===== config.mk =====
export PLATFORM = sky130hd
export DESIGN_NAME = ffram_arbiter
export DESIGN_NICKNAME = d
export VERILOG_FILES = /design/src/rtl/ffram_arbiter.sv
export SDC_FILE = /design/constraint.sdc
export NUM_CORES = 1
export LEC_CHECK = 0
export CORE_ASPECT_RATIO = 0.75
export CORE_UTILIZATION = 23
export CTS_CLUSTER_SIZE = 14
export DETAILED_ROUTE_END_ITERATION = 10
export PLACE_DENSITY = 0.66
export SETUP_SLACK_MARGIN = 0.4
export SLEW_MARGIN = 20
export SYNTH_ARGS = -nofsm -noshare
export SYNTH_HDL_FRONTEND = slang
export SYNTH_SLANG_ARGS = --single-unit

===== constraint.sdc =====
create_clock -name clk -period 2.45 [get_ports clk]
set_input_delay 0.245 -clock clk [delete_from_list [all_inputs] [get_ports clk]]
set_output_delay 0.245 -clock clk [all_outputs]
set_load 0.005 [all_outputs]

===== src/rtl/ffram_arbiter.sv =====
// Two-port round-robin arbiter in front of a single-port flip-flop RAM.
// Each access is GRANT (RAM driven) then ACK (registered pulse), then back to IDLE.
module ffram_arbiter #(
  parameter int unsigned WORD_W   = 32,
  parameter int unsigned AD_WIDTH = 8
) (
  input  logic                clk,
  input  logic                rst,
  input  logic                a_req,
  input  logic                a_we,
  input  logic [AD_WIDTH-1:0] a_addr,
  input  logic [WORD_W-1:0]   a_wdata,
  input  logic [WORD_W-1:0]   a_ben,
  output logic                a_ack,
  output logic [WORD_W-1:0]   a_rdata,
  input  logic                b_req,
  input  logic                b_we,
  input  logic [AD_WIDTH-1:0] b_addr,
  input  logic [WORD_W-1:0]   b_wdata,
  input  logic [WORD_W-1:0]   b_ben,
  output logic                b_ack,
  output logic [WORD_W-1:0]   b_rdata,
  output logic [WORD_W-1:0]   ram_d_in,
  output logic [WORD_W-1:0]   ram_bit_en,
  output logic [AD_WIDTH-1:0] ram_addr,
  output logic                ram_wb_en,
  output logic                ram_r_en,
  input  logic [WORD_W-1:0]   ram_d_out,
  output logic                busy
);

  typedef enum logic [2:0] {StIdle, StGrantA, StGrantB, StAckA, StAckB} state_e;

  state_e            state_q, state_d;
  logic              last_b_q, last_b_d;
  logic [WORD_W-1:0] a_rdata_q, b_rdata_q;

  always_ff @(posedge clk or posedge rst) begin
    if (rst) begin
      state_q  <= StIdle;
      last_b_q <= 1'b1;
    end else begin
      state_q  <= state_d;
      last_b_q <= last_b_d;
    end
  end

  // A tie goes to whichever port was not granted most recently.
  always_comb begin
    state_d  = state_q;
    last_b_d = last_b_q;
    unique case (state_q)
      StIdle: begin
        if (a_req && (!b_req || last_b_q)) begin
          state_d  = StGrantA;
          last_b_d = 1'b0;
        end else if (b_req) begin
          state_d  = StGrantB;
          last_b_d = 1'b1;
        end
      end
      StGrantA: state_d = StAckA;
      StGrantB: state_d = StAckB;
      StAckA:   state_d = StIdle;
      StAckB:   state_d = StIdle;
      default:  state_d = StIdle;
    endcase
  end

  always_comb begin
    ram_wb_en  = 1'b0;
    ram_r_en   = 1'b0;
    ram_addr   = '0;
    ram_d_in   = '0;
    ram_bit_en = '0;
    if (state_q == StGrantA) begin
      ram_wb_en  = 1'b1;
      ram_r_en   = ~a_we;
      ram_addr   = a_addr;
      ram_d_in   = a_wdata;
      ram_bit_en = a_ben;
    end else if (state_q == StGrantB) begin
      ram_wb_en  = 1'b1;
      ram_r_en   = ~b_we;
      ram_addr   = b_addr;
      ram_d_in   = b_wdata;
      ram_bit_en = b_ben;
    end
  end

  // Read data is captured at the edge that ends the grant and held until the next read.
  always_ff @(posedge clk or posedge rst) begin
    if (rst) begin
      a_rdata_q <= '0;
      b_rdata_q <= '0;
    end else begin
      if (state_q == StGrantA && !a_we) a_rdata_q <= ram_d_out;
      if (state_q == StGrantB && !b_we) b_rdata_q <= ram_d_out;
    end
  end

  assign a_ack   = (state_q == StAckA);
  assign b_ack   = (state_q == StAckB);
  assign a_rdata = a_rdata_q;
  assign b_rdata = b_rdata_q;
  assign busy    = (state_q != StIdle);

endmodule

==> implementation parameters <==
Parameter                              Value

Logic synthesis
  Average instance area after synthesis ... between 10 and 15 um2
  Cells after synthesis ... 334
  Number of flops mapped to enable cells by yosys ... 0
  Adder-cell share of the synthesized area ... 0%
  Multiplexer area fraction after synthesis ... 20.09%
  Number of synthesized register bits ... 68
  Basic-gate share of the synthesized area counting and, or, nand and nor cells ... 10.85%
  Largest family of logic cells by synthesized area ... multiplexers
  Share of synthesized area occupied by flip-flops and latches ... between 40 and 50%
  Cell variety after synth ... 22
  Synthesized area ... around 3600 um2
  Most area-hungry cell type in the Yosys netlist ... dfrtp_1
  Synth top area share ... 46.74%
  Fraction of registers with async set/reset ... 100.0%
  YS warnings ... 0
  Complex-gate fraction of the synthesized area ... 16.08%
  Net Count, Synth ... 516
  Cells taking the most area after synthesis ... dfrtp_1 47%, mux2_2 19%, a22oi_1 15%
  Synth Flop Type ... dfrtp_1
  Synthesized-area fraction occupied by xor and xnor cells ... 0%

Timing
  Slew at the pin closest to its max-slew limit ... 0.5399 ns
  Skew final ... 0.006502 ns
  Headroom to the max-slew limit ... approximately 64%
  Time the final worst path needs with I/O delays and setup ... 2.169 ns
  Highest attainable clock frequency ... 461.1 MHz
  Unrepaired setup endpoints after global routing ... yes
  Hold Worst Slack ... 0.2913 ns
  Fin worst setup slack ... around 0.28 ns
  Setup violations, final ... 0
  Portion of the clock cycle consumed by the worst path in the final layout ... 88.52%
  Total Negative Setup Slacks ... 0 ns
  Hold Violations, Final ... 0
  Max Transition Viols Final ... 0

Floorplanning
  Die extent in x ... 146.2 um
  Die outline area ... 16110 um2
  Vertical extent of the die ... 110.2 um
  Standard cell core area ... 15220 um2
  FP Rows ... 39
  Number of top-level pins ... between 300 and 400
  Initial Utilization ... 23.56%

Global route
  First-pass GRT wire length ... 22710 um
  Via count of the first global-routing pass ... around 4000
  Maximum number of pins on one net before global-route repair ... 46
  Remaining global-route overflow ... 0
  Initial antenna violation count ... 1
  All-layer global routing usage ... 18.42%

Power and ir drop
  Switch share ... 33.72%
  Leakage Power ... 0.003603 uW
  Gate power share ... roughly two thirds
  Maximum vdd ir drop ... 0.0005519 V
  Power density of the placed cells ... 1137 nW/um2
  Relative contribution of the clock network to total power ... 12.5%
  Sequential fraction of design power ... 22.7%
  Sw Pwr ... 3025 uW
  Internal power contribution ... 5947 uW

Setup path
  Signal arrival time at the worst endpoint ... approximately 1.9 ns
  Worst Reg-to-Reg Cells ... 5
  Data required time at the worst endpoint ... 2.20 ns
  Worst-case register-to-register setup slack ... 0.64 ns
  Critical Path Sink Type ... output port
  Reg-to-Reg End ... b_rdata[4]
  Type of the worst setup path ... reg2out
  Critical R2R Launch ... state_q[0]
  Maximum fanout along the worst path ... 18
  Worst setup SP type ... flop

Cells and area
  Share of final-layout standard cells stronger than drive strength 1 ... 27.78%
  Final Net Count ... 863
  Commonest non-fill, non-tap cell in the layout ... clkdlybuf4s50_1
  Most frequent cells in the layout ... 249 x clkdlybuf4s50_1, 75 x nor2_1, 65 x dfrtp_1, 61 x mux2_2, 43 x a22oi_1
  Area of combinational cells with multiple inputs ... 1859 um2
  Number of fill cells ... 1330
  Flip-flop and latch area ... between 1500 and 2000 um2
  Area growth from synthesis to layout ... 120.0%

CTS
  Number of clock sinks seen by CTS ... 68
  Clk root buf ... clkbuf_16
  Total CTS buffers ... 9
  Worst skew pair latency ... about 0.32 ns
  Clock tree from TritonCTS ... built
  Deepest clock path buffer count ... 2
  CTS clock-pin slew for the worst setup and hold paths ... 0.05 ns
  Number of levels in the clock H-tree ... 3

Drt
  WL met2 ... approximately 8500 um
  Detailed-route DRC error count ... 0
  Detailed-routing wirelength on met1 ... roughly 7000 um
  Iteration-0 DRC Markers ... 230
  Remaining antenna violation count ... 0
  Routed wl met3 ... 1448 um
  Average wire length per cell after detail routing ... 19.17 um
  Vias per cell ... around 4.6
  Final routed wirelength across all metal layers ... roughly 17000 um
  Total number of vias ... 4122
  Highest routed metal layer ... met4
  Number of search-and-repair iterations in the first detailed-routing pass ... 4

Placement
  Post-placement worst setup slack ... about 0.38 ns
  Number of I/O port buffers ... about 320
  RD Place Congestion ... 0.8583
  Post-detailed-placement half-perimeter wirelength ... roughly 12000 um

Status
  Status ... complete, no violations

Worst hold path
  Class of the tightest hold or removal check ... in2async

Job
  Count of max-cap constraint violations ... 0
==> registers in the layout, indices dropped and copies added, names as in the netlist <==
signal and cells:
a_rdata 32, b_rdata 32, last_b_q 1, state_q 3
==> synth_stat cells, drive strengths merged (2+ instances only) <==
library cell  number
mux2              64
inv                3
a21oi              4
a22oi             72
nor3b              2
nor2b              2
nor2              76
nor3               4
clkbuf             9
dfrtp             67
nand2b             2
buf               24
==> stage by stage <==
stage               std cells  util [%]  power (uW)  area (um2)
finish                    890     51.84        8973        7893
global route              889     51.82        9522        7890
CTS                       870     49.42        8545        7523
detailed placement        839     46.25        7110        7042
global placement          839     46.25        7007        7042
floorplan                 334         -        4064        3587
==> worst max-delay path by stage <==
stage,startpoint,slack [ns],to,cells past startpoint
6_report,state_q[1],0.28,ram_bit_en[0],6
3_5_place_dp,state_q[0],0.38,ram_d_in[0],6
2_1_floorplan,rst,0.50,a_rdata[0],1
5_1_grt,state_q[1],0.23,ram_d_in[24],8
3_3_place_gp,state_q[0],0.42,ram_d_in[0],6
4_1_cts,state_q[1],0.25,ram_bit_en[7],5
==> power groups by stage <==
stage          logic (uW)  registers, uW  clock network (uW)
6_report             5820           2040                1120
5_1_grt              6190           2120                1210
4_1_cts              5330           2040                1170
3_5_place_dp         5050           2060                   0
3_3_place_gp         5000           2010                   0
2_1_floorplan        2030           2030                   0
==> critical path: stages (launching register included) <==
cell	delay [ns]
dfrtp_2	0.44
nor2b_4	0.14
buf_12	0.13
buf_8	0.19
a22oi_1	0.11
nor2_1	0.09
clkdlybuf4s50_1	0.50
==> metal layers <==
layer,up-vias,track usage (%)
met4,0,3.646
met3,12,4.733
met2,171,30.61
li1,1900,-
met5,-,0
met1,2039,24.34
==> what timing repair did <==
action | CTS | global route
hold buffers | 0 | 0
setup buffers | 13 | 12
setup endpoints to repair | 76 | 66
cloned | 4 | 7
gates resized for setup | 99 | 93
pin swaps | 1 | 11
==> logic make-up after synthesis <==
kind of cell	count (synthesis)
and+or+nand+nor	88
buffers and inverters	36
muxes	64
AOI/OAI and AO/OA	78
DFF	68
==> area by class of cell <==
| type | count | area share (%) |
|---|---|---|
| sequential | 68 | 21.61 |
| timing repair buffer | 369 | 48.15 |
| tap | 205 | 3.250 |
| inverter | 3 | 0.1427 |
| antenna | 1 | 0.03171 |
| clock inverter | 3 | 0.1902 |
| multi-input combinational | 230 | 23.56 |
| clock buffer | 11 | 3.075 |
Power figures use the tool's default switching activity.
